==> src/rtl/gray_counter_param.sv <==
// Parametrised Gray-code counter with up/down, load, wrap/saturate and sticky flags.
// Output is the registered Gray code of the next binary count.
module gray_counter_param #(
    parameter int                 WIDTH    = 3,
    parameter int                 SATURATE = 0,
    parameter logic [WIDTH-1:0]   INIT     = '0
) (
    input  logic             Clk,
    input  logic             Reset,
    input  logic             En,
    input  logic             Up,
    input  logic             Load,
    input  logic [WIDTH-1:0] LoadVal,
    input  logic             ClrFlag,
    output logic [WIDTH-1:0] Output,
    output logic [WIDTH-1:0] Binary,
    output logic             Overflow,
    output logic             Underflow,
    output logic             Wrap
);

    localparam logic [WIDTH-1:0] MAX_VAL   = '1;
    localparam logic [WIDTH-1:0] ZERO_VAL  = '0;
    localparam logic [WIDTH-1:0] ONE_VAL   = WIDTH'(1);
    localparam logic [WIDTH-1:0] INIT_GRAY = INIT ^ (INIT >> 1);
    localparam bit               SAT_MODE  = (SATURATE != 0);

    logic [WIDTH-1:0] bin_next;
    logic [WIDTH-1:0] gray_next;
    logic             ovf_next;
    logic             unf_next;
    logic             wrap_next;

    // Next count and flags: load beats enable, a boundary set beats a flag clear.
    always_comb begin
        bin_next  = Binary;
        ovf_next  = ClrFlag ? 1'b0 : Overflow;
        unf_next  = ClrFlag ? 1'b0 : Underflow;
        wrap_next = 1'b0;
        if (Load) begin
            bin_next = LoadVal;
        end else if (En) begin
            if (Up) begin
                if (Binary == MAX_VAL) begin
                    ovf_next = 1'b1;
                    if (!SAT_MODE) begin
                        bin_next  = ZERO_VAL;
                        wrap_next = 1'b1;
                    end
                end else begin
                    bin_next = Binary + ONE_VAL;
                end
            end else begin
                if (Binary == ZERO_VAL) begin
                    unf_next = 1'b1;
                    if (!SAT_MODE) begin
                        bin_next  = MAX_VAL;
                        wrap_next = 1'b1;
                    end
                end else begin
                    bin_next = Binary - ONE_VAL;
                end
            end
        end
        gray_next = bin_next ^ (bin_next >> 1);
    end

    // State register; Gray code is registered alongside the binary count.
    always_ff @(posedge Clk) begin
        if (Reset) begin
            Binary    <= INIT;
            Output    <= INIT_GRAY;
            Overflow  <= 1'b0;
            Underflow <= 1'b0;
            Wrap      <= 1'b0;
        end else begin
            Binary    <= bin_next;
            Output    <= gray_next;
            Overflow  <= ovf_next;
            Underflow <= unf_next;
            Wrap      <= wrap_next;
        end
    end

endmodule

==> config.mk <==
export PLATFORM = sky130hd
export DESIGN_NAME = gray_counter_param
export DESIGN_NICKNAME = d
export VERILOG_FILES = /design/src/rtl/gray_counter_param.sv
export SDC_FILE = /design/constraint.sdc
export NUM_CORES = 1
export LEC_CHECK = 0
export ABC_CLOCK_PERIOD_IN_PS = 2000
export CORE_AREA = 2 2 39 41
export DETAILED_ROUTE_END_ITERATION = 10
export DIE_AREA = 0 0 41 43
export DONT_BUFFER_PORTS = 1
export PLACE_DENSITY = 0.57
export REMOVE_ABC_BUFFERS = 1
export SETUP_SLACK_MARGIN = 0.3
export SYNTH_ARGS = -nofsm -noshare
export SYNTH_HDL_FRONTEND = slang
export SYNTH_SLANG_ARGS = --single-unit
==> constraint.sdc <==
create_clock -name Clk -period 2 [get_ports Clk]
set_input_delay 0.2 -clock Clk [delete_from_list [all_inputs] [get_ports Clk]]
set_output_delay 0.2 -clock Clk [all_outputs]
set_load 0.02 [all_outputs]
; Yosys cells after proc, flatten, opt, wreduce, memory -nomap -nowiden
; Cells that the tools add are included.
[totals]
register_bits = 9
output_inout_bits = 9
word_cells = 30
[classes]
addsub = 2
n_eq_ne = 1
muxes = 18
bitwise_logic = 2
reduce_logical = 2
[ops]
columns = cell, n
row1 = 3-bit two-way mux, 5
row2 = 1-bit two-way mux, 13
row3 = 3-bit by 1-bit adder with 3-bit output (second input constant), 1
row4 = 3-bit == test (second input constant), 1
row5 = 3-bit logical NOT, 1
row6 = 3-bit OR reduction, 1
row7 = 3-bit by 1-bit subtractor with 3-bit output (second input constant), 1
row8 = 3-bit by 2-bit XOR with 3-bit output, 1
row9 = 1-bit inverter, 1

; Depth between registers and ports, before layout
; Gate-level depths: netlist of run 1.
[depth]
ltp_word = 6
mapped_depth = 6
mapped_depth_nobuf = 6

; Worst setup path after synthesis of run 1
; OpenSTA, ideal clock, no wires.
[synth_timing]
path_type = register -> register
startpoint = reg Binary[0]
endpoint = reg Output[0]
setup_ps = 72
t_arrival_ps = 1631
t_required_ps = 1928
slack_ps = 298
stages_incl_launch_ff = 7
path_buffers = 0
period_less_slack_ps = 1702
cell_sequence = dfxtp_1 > inv_1 > ha_1 > nor2b_1 > a221oi_1 > o22a_2 > mux2i_1
[synth_via]
elab_chain_len = 6
word_cells_on_any_way = 10
[synth_lines]
columns = element, line
row1 = start: declaration, 16  ; output logic [WIDTH-1:0] Binary,
row2 = start signal: assignment, 77  ; Binary <= bin_next;
row3 = "3-bit by 1-bit subtractor with 3-bit output, or another cell as far along", 61  ; bin_next = Binary - ONE_VAL;
row4 = 3-bit two-way mux (on tied branches), "54, 44"
row5 = 3-bit two-way mux, 43  ; if (Up) begin
row6 = 3-bit two-way mux (*), 42  ; end else if (En) begin
row7 = 3-bit two-way mux (*), 40  ; if (Load) begin
row8 = 3-bit by 2-bit XOR with 3-bit output (*), 65  ; gray_next = bin_next ^ (bin_next >> 1);
row9 = end signal: assignment, 78  ; Output <= gray_next;
row10 = end: declaration, 15  ; output logic [WIDTH-1:0] Output,
; Every way passes the cells marked *; elsewhere a longest branch is shown, timed or not.
; A chain may end at the register's enable or synchronous reset.

; Worst setup path after layout of run 1
[layout_timing]
startpoint = reg Binary[1]
endpoint = reg Output[0]
; Same word-level chain as after synthesis.

==> flow_metrics.tcl, run 1 <==
set metrics [dict create \
    yosys-top-cells-area "dfxtp_1 35%, ha_1 11%, inv_1 7.4%" \
    path_class "reg -> reg" \
    start_kind "register" \
    fin_skew_ps 0.443 \
    antenna_left 0 \
    whs_ps 10.9 \
    syn_to_final_growth_pct 13.7 \
    wl_per_cell_um 12.6 \
    hold_viol_final 0 \
    post-route-min-period_ps 1570 \
    syn-cell-area_um2 458 \
    cts_tree "built" \
    max_cap_viol_count 0 \
    cp.required_ps 2180 \
    whs_endpoint "Overflow" \
    timing.rr.start "Binary[1]" \
    hp-start "Reset" \
    yosys_warnings 0 \
    p_per_area_nw_per_um2 737 \
    maxClockFrequency_mhz 635 \
    post_cts_buffers 0 \
    die_x_um 41 \
    worst_hold_path_type "in -> reg" \
    htreeDepth 1 \
    cp_max_fo 3 \
    slew_headroom_pct 83.1 \
    grt_pass1_wl_um 1470 \
    rrSetupSlack_ps 430 \
    rows 14 \
    outcome "completed" \
    clockBufferDepth 2 \
    ir_drop_mv 0.410 \
    ys_ff_latch 8 \
    num_vias 373 \
    synth_top_area_cell "dfxtp_1" \
    yosys.area.top_type_share_pct 35.0 \
    port_buffers 0 \
    diodes 0 \
    grt_max_degree 9 \
    io-pin-count 18 \
    cts_root_buffer "clkbuf_4" \
    drive_above_1_share_pct 19.3 \
    yosysMostFrequentCell "inv_1" \
    clk_pin_slew_ps 50 \
    setup_viol 0 \
    drt_iter0_markers 2 \
    dpl.hpwl_um 719 \
    worstSkewPairLatency_ps 250 \
    initial_core_util_pct 33.1 \
    wirelength_um 917 \
    crit_path_end_kind "register" \
    syn_inst 53 \
    async_flop_share_pct 0 \
    synth.distinct_cells 25 \
    cts_inserted_buffers 3 \
    r2r_end "Output[0]" \
    grt_pass1_vias 366 \
    track_usage_pct 12.8 \
    final_nets 72 \
    synth_common_cells "9 x inv_1, 8 x dfxtp_1, 4 x ha_1, 3 x nand2_1" \
    final_util_pct 37.6 \
    place_congestion 0.668 \
    core_um2 1380 \
    clock-sinks 8 \
    seq_area_frac_synth_pct 35.0 \
    dieHeight_um 43 \
    rsz0062_at_grt "no" \
    synth_edf_count 0 \
    drtPass1Iterations 2 \
    antenna_found_initial 0 \
    setup-tns-final_ps 0 \
    viasPerCell 5.11 \
    final.period_utilization_pct 78.7 \
    grt.overflow.total 0 \
    reg2reg_depth 6 \
    whs_path_depth 1 \
    slew_viol_final 0 \
    dieArea_um2 1760 \
    crit_arrival_ps 1760 \
    synthFlopType "dfxtp_1" \
    drc 0 \
    power.leakage_nw 0.243 \
    worst_slew_pin_slew_ps 252 \
    avgSynthCellArea_um2 8.64 \
]
==> registers in the layout, summed over array words and instances (netlist names) <==
signal	count
Wrap	1
Output	3
Overflow	1
Binary	2
Underflow	1
==> layout make-up <==
cell class	count	area, µm²
clock buffers	3	22.5
fillers	145	863
well taps	16	20.0
repair buffers	2	15.0
inverters	9	33.8
flip-flops and latches	8	164
multi-input cells	35	265
==> layout by cell type (no fill, tap or decap), types with 2 or more instances in the layout <==
master / n
dfxtp_1: 7
nor2b_1: 2
ha_1: 3
nand3_1: 2
nor3_1: 2
a21oi_1: 2
clkbuf_4: 3
a21o_1: 2
buf_4: 2
mux2i_1: 2
nand2b_1: 2
inv_1: 9
nand2_1: 3
nor2_1: 2
==> metal layers <==
metal / track usage [%] / up-vias / share of wire, %
li1: - / 195 / -
met5: 0 / - / 0
met1: 15.0 / 161 / 41
met2: 17.2 / 12 / 47
met3: 5.76 / 5 / 8.7
met4: 10.0 / 0 / 3.5
==> cells by family (layout without fill, tap and decap cells) <==
| kind of cell | Yosys count | after routing | synth area share (%) |
|---|---|---|---|
| adders and majority gates | 4 | 4 | 10.9 |
| muxes | 2 | 2 | 4.37 |
| AOI/OAI and AO/OA | 13 | 13 | 21.3 |
| buffers and inverters | 10 | 14 | 9.02 |
| and+or+nand+nor | 16 | 16 | 19.4 |
| DFF | 8 | 8 | 35.0 |
==> metrics by stage <==
step           cell area [µm²]  instances  setup WS (ps)  power [mW]
3_5_place_dp               485         70            256       0.260
2_1_floorplan              450         52            298       0.246
5_1_grt                    520         73            306       0.403
3_3_place_gp               485         70            247       0.262
4_1_cts                    509         73            331       0.384
6_report                   520         73            425       0.383
==> critical path: stages (launching register included) <==
cell	delay (ps)
dfxtp_4	380
inv_1	70
ha_1	280
nor2b_1	150
a221oi_2	250
o22a_2	190
mux2i_1	180
==> power breakdown <==
| part | internal, mW | switching [mW] | total, mW | leakage (nW) |
|---|---|---|---|---|
| logic | 0.0338 | 0.0405 | 0.0742 | 0.163 |
| registers | 0.171 | 0.0157 | 0.186 | 0.0665 |
| clock network | 0.0686 | 0.0541 | 0.123 | 0.0138 |
==> how the worst max path moves through the flow <==
| stage | start | endpoint | slack, ps | cells past startpoint |
|---|---|---|---|---|
| 3_5_place_dp | Binary[1] | Output[0] | 260 | 6 |
| 5_1_grt | Binary[0] | Output[0] | 310 | 6 |
| 3_3_place_gp | Binary[1] | Output[0] | 250 | 6 |
| 4_1_cts | Binary[1] | Output[0] | 330 | 6 |
| 6_report | Binary[1] | Output[0] | 430 | 6 |
| 2_1_floorplan | Binary[0] | Output[0] | 300 | 6 |
==> timing repair <==
item / CTS / global route
setup endpoints to repair: 3 / 3
pin swaps: 0 / 1
resized for setup: 1 / 3
hold buffers: 0 / 0
cloned: 0 / 0
Note: power is estimated with default switching activity, not from simulation.
==> run 2, diff against run 1 <==
Settings changed: ABC_CLOCK_PERIOD_IN_PS 2000 to 1300, PLACE_DENSITY 0.57 to 0.59.
Clock period 2 ns to 1.3 ns, I/O delays scaled along.
==> run 2 against run 1 <==
Compared with the run above: the flow now finishes with violations (setup timing); register-to-register slack lost 600 ps; count of clock-buffer cells in the layout did not move; sequential cell count did not move; critical endpoint unchanged.
==> flow_metrics.tcl, run 2 (synthesized netlist as in run 1, its figures left out) <==
set metrics [dict create \
    track_usage_pct 17.5 \
    post-place-ws_ps -355 \
    clockBufferDepth 2 \
    layout_common_cells "9 x buf_6, 7 x inv_1, 5 x dfxtp_1, 4 x ha_4, 4 x buf_4" \
    maxClockFrequency_mhz 678 \
    initial_core_util_pct 33.1 \
    cts_inserted_buffers 3 \
    slew_headroom_pct 80.3 \
    final.period_utilization_pct 113 \
    drtPass1Iterations 4 \
    die_x_um 41 \
    post-route-min-period_ps 1470 \
    worst_slew_pin_slew_ps 295 \
    start_kind "register" \
    crit_arrival_ps 1660 \
    syn_to_final_growth_pct 73.8 \
    finalWorstSetupSlack_ps -174 \
    num_vias 455 \
    regMostFlops "Output" \
    place_congestion 0.707 \
    grt_max_degree 9 \
    hold_viol_final 0 \
    drc 0 \
    drive_above_1_share_pct 54.9 \
    outcome "complete, but fails checks" \
    whs_ps 24.3 \
    swShare_pct 30.0 \
    largest_reg_flops 3 \
    final_util_pct 57.5 \
    multi_input_area_um2 377 \
    reg.largest.list "Output (3), Binary (2)" \
    crit_path_end_kind "register" \
    power.leakage_nw 0.344 \
    dp.cells 77 \
    dieHeight_um 43 \
    ir_drop_mv 0.566 \
    cts_root_buffer "clkbuf_4" \
    worst_hold_path_type "in -> reg" \
    clk_pin_slew_ps 50 \
    cts_tree "built" \
    grt.overflow.total 0 \
    comb_power_share_pct 32.2 \
    drt_iter0_markers 12 \
    setup_viol 5 \
    dpl.hpwl_um 764 \
    htreeDepth 1 \
    grt_pass1_vias 469 \
    slew_viol_final 0 \
    core_um2 1380 \
    viasPerCell 5.23 \
    grt_pass1_wl_um 2010 \
    rows 14 \
    io-pin-count 18 \
    wirelength_um 1280 \
    final_nets 86 \
    fin_skew_ps 3.95 \
    p_per_area_nw_per_um2 894 \
    wl_per_cell_um 14.8 \
    max_cap_viol_count 0 \
    power.switching_uw 213 \
    cp_max_fo 4 \
    p_int_uw 498 \
    worstSkewPairLatency_ps 260 \
    p_seq_share_pct 40.8 \
    p_clk_share_pct 27.0 \
    port_buffers 0 \
    final_cells 87 \
    diodes 0 \
    final-seq-area_um2 171 \
    dieArea_um2 1760 \
    antenna_left 0 \
    clock-sinks 8 \
    antenna_found_initial 0 \
    cp.required_ps 1480 \
    rsz0062_at_grt "yes" \
    final_common_cell "buf_6" \
    path_class "reg -> reg" \
    violations "setup timing" \
    fillers 112 \
]
## run 2: metal layers
| layer | share of wire, % | up-vias | GRT usage (%) |
|---|---|---|---|
| li1 | - | 223 | - |
| met1 | 44 | 217 | 22.3 |
| met3 | 5.6 | 2 | 5.76 |
| met4 | 0.78 | 0 | 10.0 |
| met2 | 49 | 13 | 24.7 |
| met5 | 0 | - | 0 |
## run 2: cell type report
cell class | instances | share of cell area, %
Timing Repair Buffer | 16 | 20.9
Multi-Input combinational cell | 35 | 47.3
Inverter | 9 | 4.87
Sequential cell | 8 | 21.5
Tap cell | 16 | 2.52
Clock buffer | 3 | 2.83
## run 2: worst paths after layout
kind	to	start	slack, ps	cells after the start
setup reg to reg	Output[0]	Binary[0]	-170	6
setup / recovery	Output[0]	Binary[0]	-170	6
hold / removal	Binary[0]	Reset	20	2
hold reg to reg	Underflow	Underflow	660	2
## run 2: stage by stage
step / total power [mW] / area (µm²) / setup TNS, ps
5_1_grt: 0.749 / 796 / -1010
3_3_place_gp: 0.424 / 538 / -1150
3_5_place_dp: 0.422 / 538 / -1240
4_1_cts: 0.697 / 758 / -522
2_1_floorplan: 0.378 / 450 / -1390
6_report: 0.712 / 796 / -582
## run 2: timing repair
action                                 4_1_cts  5_1_grt
setup buffers                                5        0
resized for setup                           33        9
endpoints found under the hold margin        3        0
setup endpoints to repair                   10       11
hold buffers                                 2        0
pin swaps                                   12        8
## run 2: critical path, stage by stage (launching register included)
cell,delay (ps)
dfxtp_4,360
ha_4,160
ha_4,160
nand2b_4,140
a221oi_2,210
o22a_2,200
mux2i_1,180
## run 2: power by group through the flow
| stage | logic, mW | clock network, mW | registers (mW) |
|---|---|---|---|
| global route | 0.246 | 0.211 | 0.292 |
| global placement | 0.135 | 0 | 0.289 |
| finish | 0.229 | 0.192 | 0.290 |
| floorplan | 0.0743 | 0 | 0.304 |
| detailed placement | 0.134 | 0 | 0.289 |
| CTS | 0.209 | 0.198 | 0.291 |
==> run 3, diff against run 2 <==
Settings changed: ABC_CLOCK_PERIOD_IN_PS 1300 to unset, HOLD_SLACK_MARGIN set to 0.1, MAX_ROUTING_LAYER set to met4.
==> run 3 against run 2 <==
Compared with the run above: register-to-register slack barely moved; critical path depth did not move; routed wire length rose by 2.6%; die area did not move; sequential share of layout area fell by 0.56 points; the flow still finishes with violations (setup timing); highest routed layer unchanged; power rose by 2.1%; core utilization rose by 1.5 points; clock skew barely moved; global-route usage rose by 1.5 points; first-iteration DRC count fell by 58%; sequential power barely moved.
==> flow_metrics.tcl, run 3 (synthesized netlist as in run 1, its figures left out) <==
set metrics [dict create \
    max_stage_delay_ps 360 \
    dieArea_um2 1760 \
    htreeDepth 1 \
    drc 0 \
    setup_viol 6 \
    max_cap_viol_count 0 \
    cp_top_family "compound AO/OA/AOI/OAI gates" \
    rrSetupSlack_ps -190 \
    antenna_left 0 \
    slew_headroom_pct 79.8 \
    drtPass1Iterations 4 \
    slew_viol_final 0 \
    port_buffers 0 \
    whs_path_depth 3 \
    start_kind "register" \
    worst_hold_path_type "in -> reg" \
    crit_buf_inv 0 \
    final_nets 90 \
    die_x_um 41 \
    clock-sinks 8 \
    syn_to_final_growth_pct 78.4 \
    num_vias 460 \
    cts_tree "built" \
    timing.rr.start "Binary[0]" \
    io-pin-count 18 \
    track_usage_pct 18.9 \
    worstSkewPairLatency_ps 260 \
    hp-start "Load" \
    cp.required_ps 1490 \
    core_um2 1380 \
    setup-tns-final_ps -587 \
    cp_max_fo 3 \
    placed_area_um2 538 \
    drive_above_1_share_pct 52.0 \
    fin_skew_ps 3.65 \
    dieHeight_um 43 \
    drt_iter0_markers 5 \
    reg.largest.list "Output (3), Binary (2)" \
    cts_root_buffer "clkbuf_4" \
    post-route-min-period_ps 1490 \
    clk_pin_slew_ps 50 \
    p_per_area_nw_per_um2 889 \
    grt_max_degree 8 \
    design_area_um2 817 \
    maxClockFrequency_mhz 672 \
    viasPerCell 5.05 \
    fillers 112 \
    final.period_utilization_pct 114 \
    diodes 0 \
    wl_per_cell_um 14.5 \
    layout_common_cells "10 x buf_6, 7 x inv_1, 5 x dfxtp_1, 5 x buf_4" \
    place_congestion 0.715 \
    cpMostUsedCell "ha_4" \
    rows 14 \
    power.leakage_nw 0.359 \
    grt.overflow.total 0 \
    grt_pass1_wl_um 2110 \
    wirelength_um 1320 \
    whs_ps 111 \
    regMostFlops "Output" \
    crit_chain "ha_4, ha_4, nand2b_4, a221oi_2, o22a_2, mux2i_1" \
    finalWorstSetupSlack_ps -188 \
    hold_viol_final 0 \
    clockBufferDepth 2 \
    final_util_pct 59.0 \
    antenna_found_initial 0 \
    cts_inserted_buffers 3 \
    violations "setup timing" \
    ir_drop_mv 0.577 \
    path_class "reg -> reg" \
    grt_pass1_vias 473 \
    crit_arrival_ps 1680 \
    whs_endpoint "Output[2]" \
    rsz0062_at_grt "yes" \
    crit_path_end_kind "register" \
    totalPowerFinal_uw 726 \
    final_common_cell "buf_6" \
    dpl.hpwl_um 764 \
    initial_core_util_pct 33.1 \
    cpMaxStageDelayCell "dfxtp_4" \
    r2r_end "Output[0]" \
    outcome "complete, but fails checks" \
    worst_slew_pin_slew_ps 303 \
    reg2reg_depth 6 \
    largest_reg_flops 3 \
]
[run 3: cell types whose count changed in the layout (fill, tap and decap cells not counted)]
cell	before	now
a21boi_0	0	1
a21boi_2	1	0
a21oi_2	0	1
a21oi_4	1	0
buf_4	4	5
buf_6	9	10
dlygate4sd3_1	2	4
o221ai_1	0	1
o221ai_2	1	0
[run 3: report_power, final]
group	internal (mW)	switching (mW)	total, mW
Sequential	0.262	0.0273	0.289
Combinational	0.138	0.103	0.241
Clock	0.106	0.0896	0.196
[run 3: area by class of cell]
cell class / count / area [µm²] / share of cell area (%)
Clock buffer: 3 / 22.5 / 2.76
Inverter: 9 / 38.8 / 4.75
Multi-Input combinational cell: 35 / 359 / 44.0
Sequential cell: 8 / 171 / 21.0
Tap cell: 16 / 20.0 / 2.45
Timing Repair Buffer: 20 / 205 / 25.1
[run 3: worst max path at each step]
stage / start / endpoint / slack (ps) / depth (start not counted)
3_5_place_dp: Binary[0] / Output[1] / -350 / 6
4_1_cts: Binary[0] / Output[0] / -160 / 6
5_1_grt: Binary[0] / Output[1] / -280 / 6
6_report: Binary[0] / Output[0] / -190 / 6
2_1_floorplan: Binary[0] / Output[0] / -400 / 6
3_3_place_gp: Binary[0] / Output[0] / -320 / 6
[run 3: per-layer routing]
metal	vias up	GRT usage (%)	share of wire, %
li1	233	-	-
met1	209	24.9	45
met2	13	25.3	47
met3	5	5.76	5.7
met4	0	10.0	2.4
met5	-	-	0
[run 3: repair_timing]
item / CTS / global route
pin swaps: 12 / 10
endpoints found under the setup margin: 10 / 11
endpoints found under the hold margin: 8 / 0
hold buffers: 4 / 0
buffers inserted: 5 / 2
gates resized for setup: 33 / 6
[run 3: worst min-delay path, cell delays in order]
cell and delay, ps:
a21oi_1 60, nand3_1 110, inv_1 40
[run 3: stage by stage]
step | setup slack, ps | instances
after floorplan | -402 | 52
after global placement | -321 | 77
after detailed placement | -355 | 77
after CTS | -162 | 89
after global routing | -284 | 91
final | -188 | 91
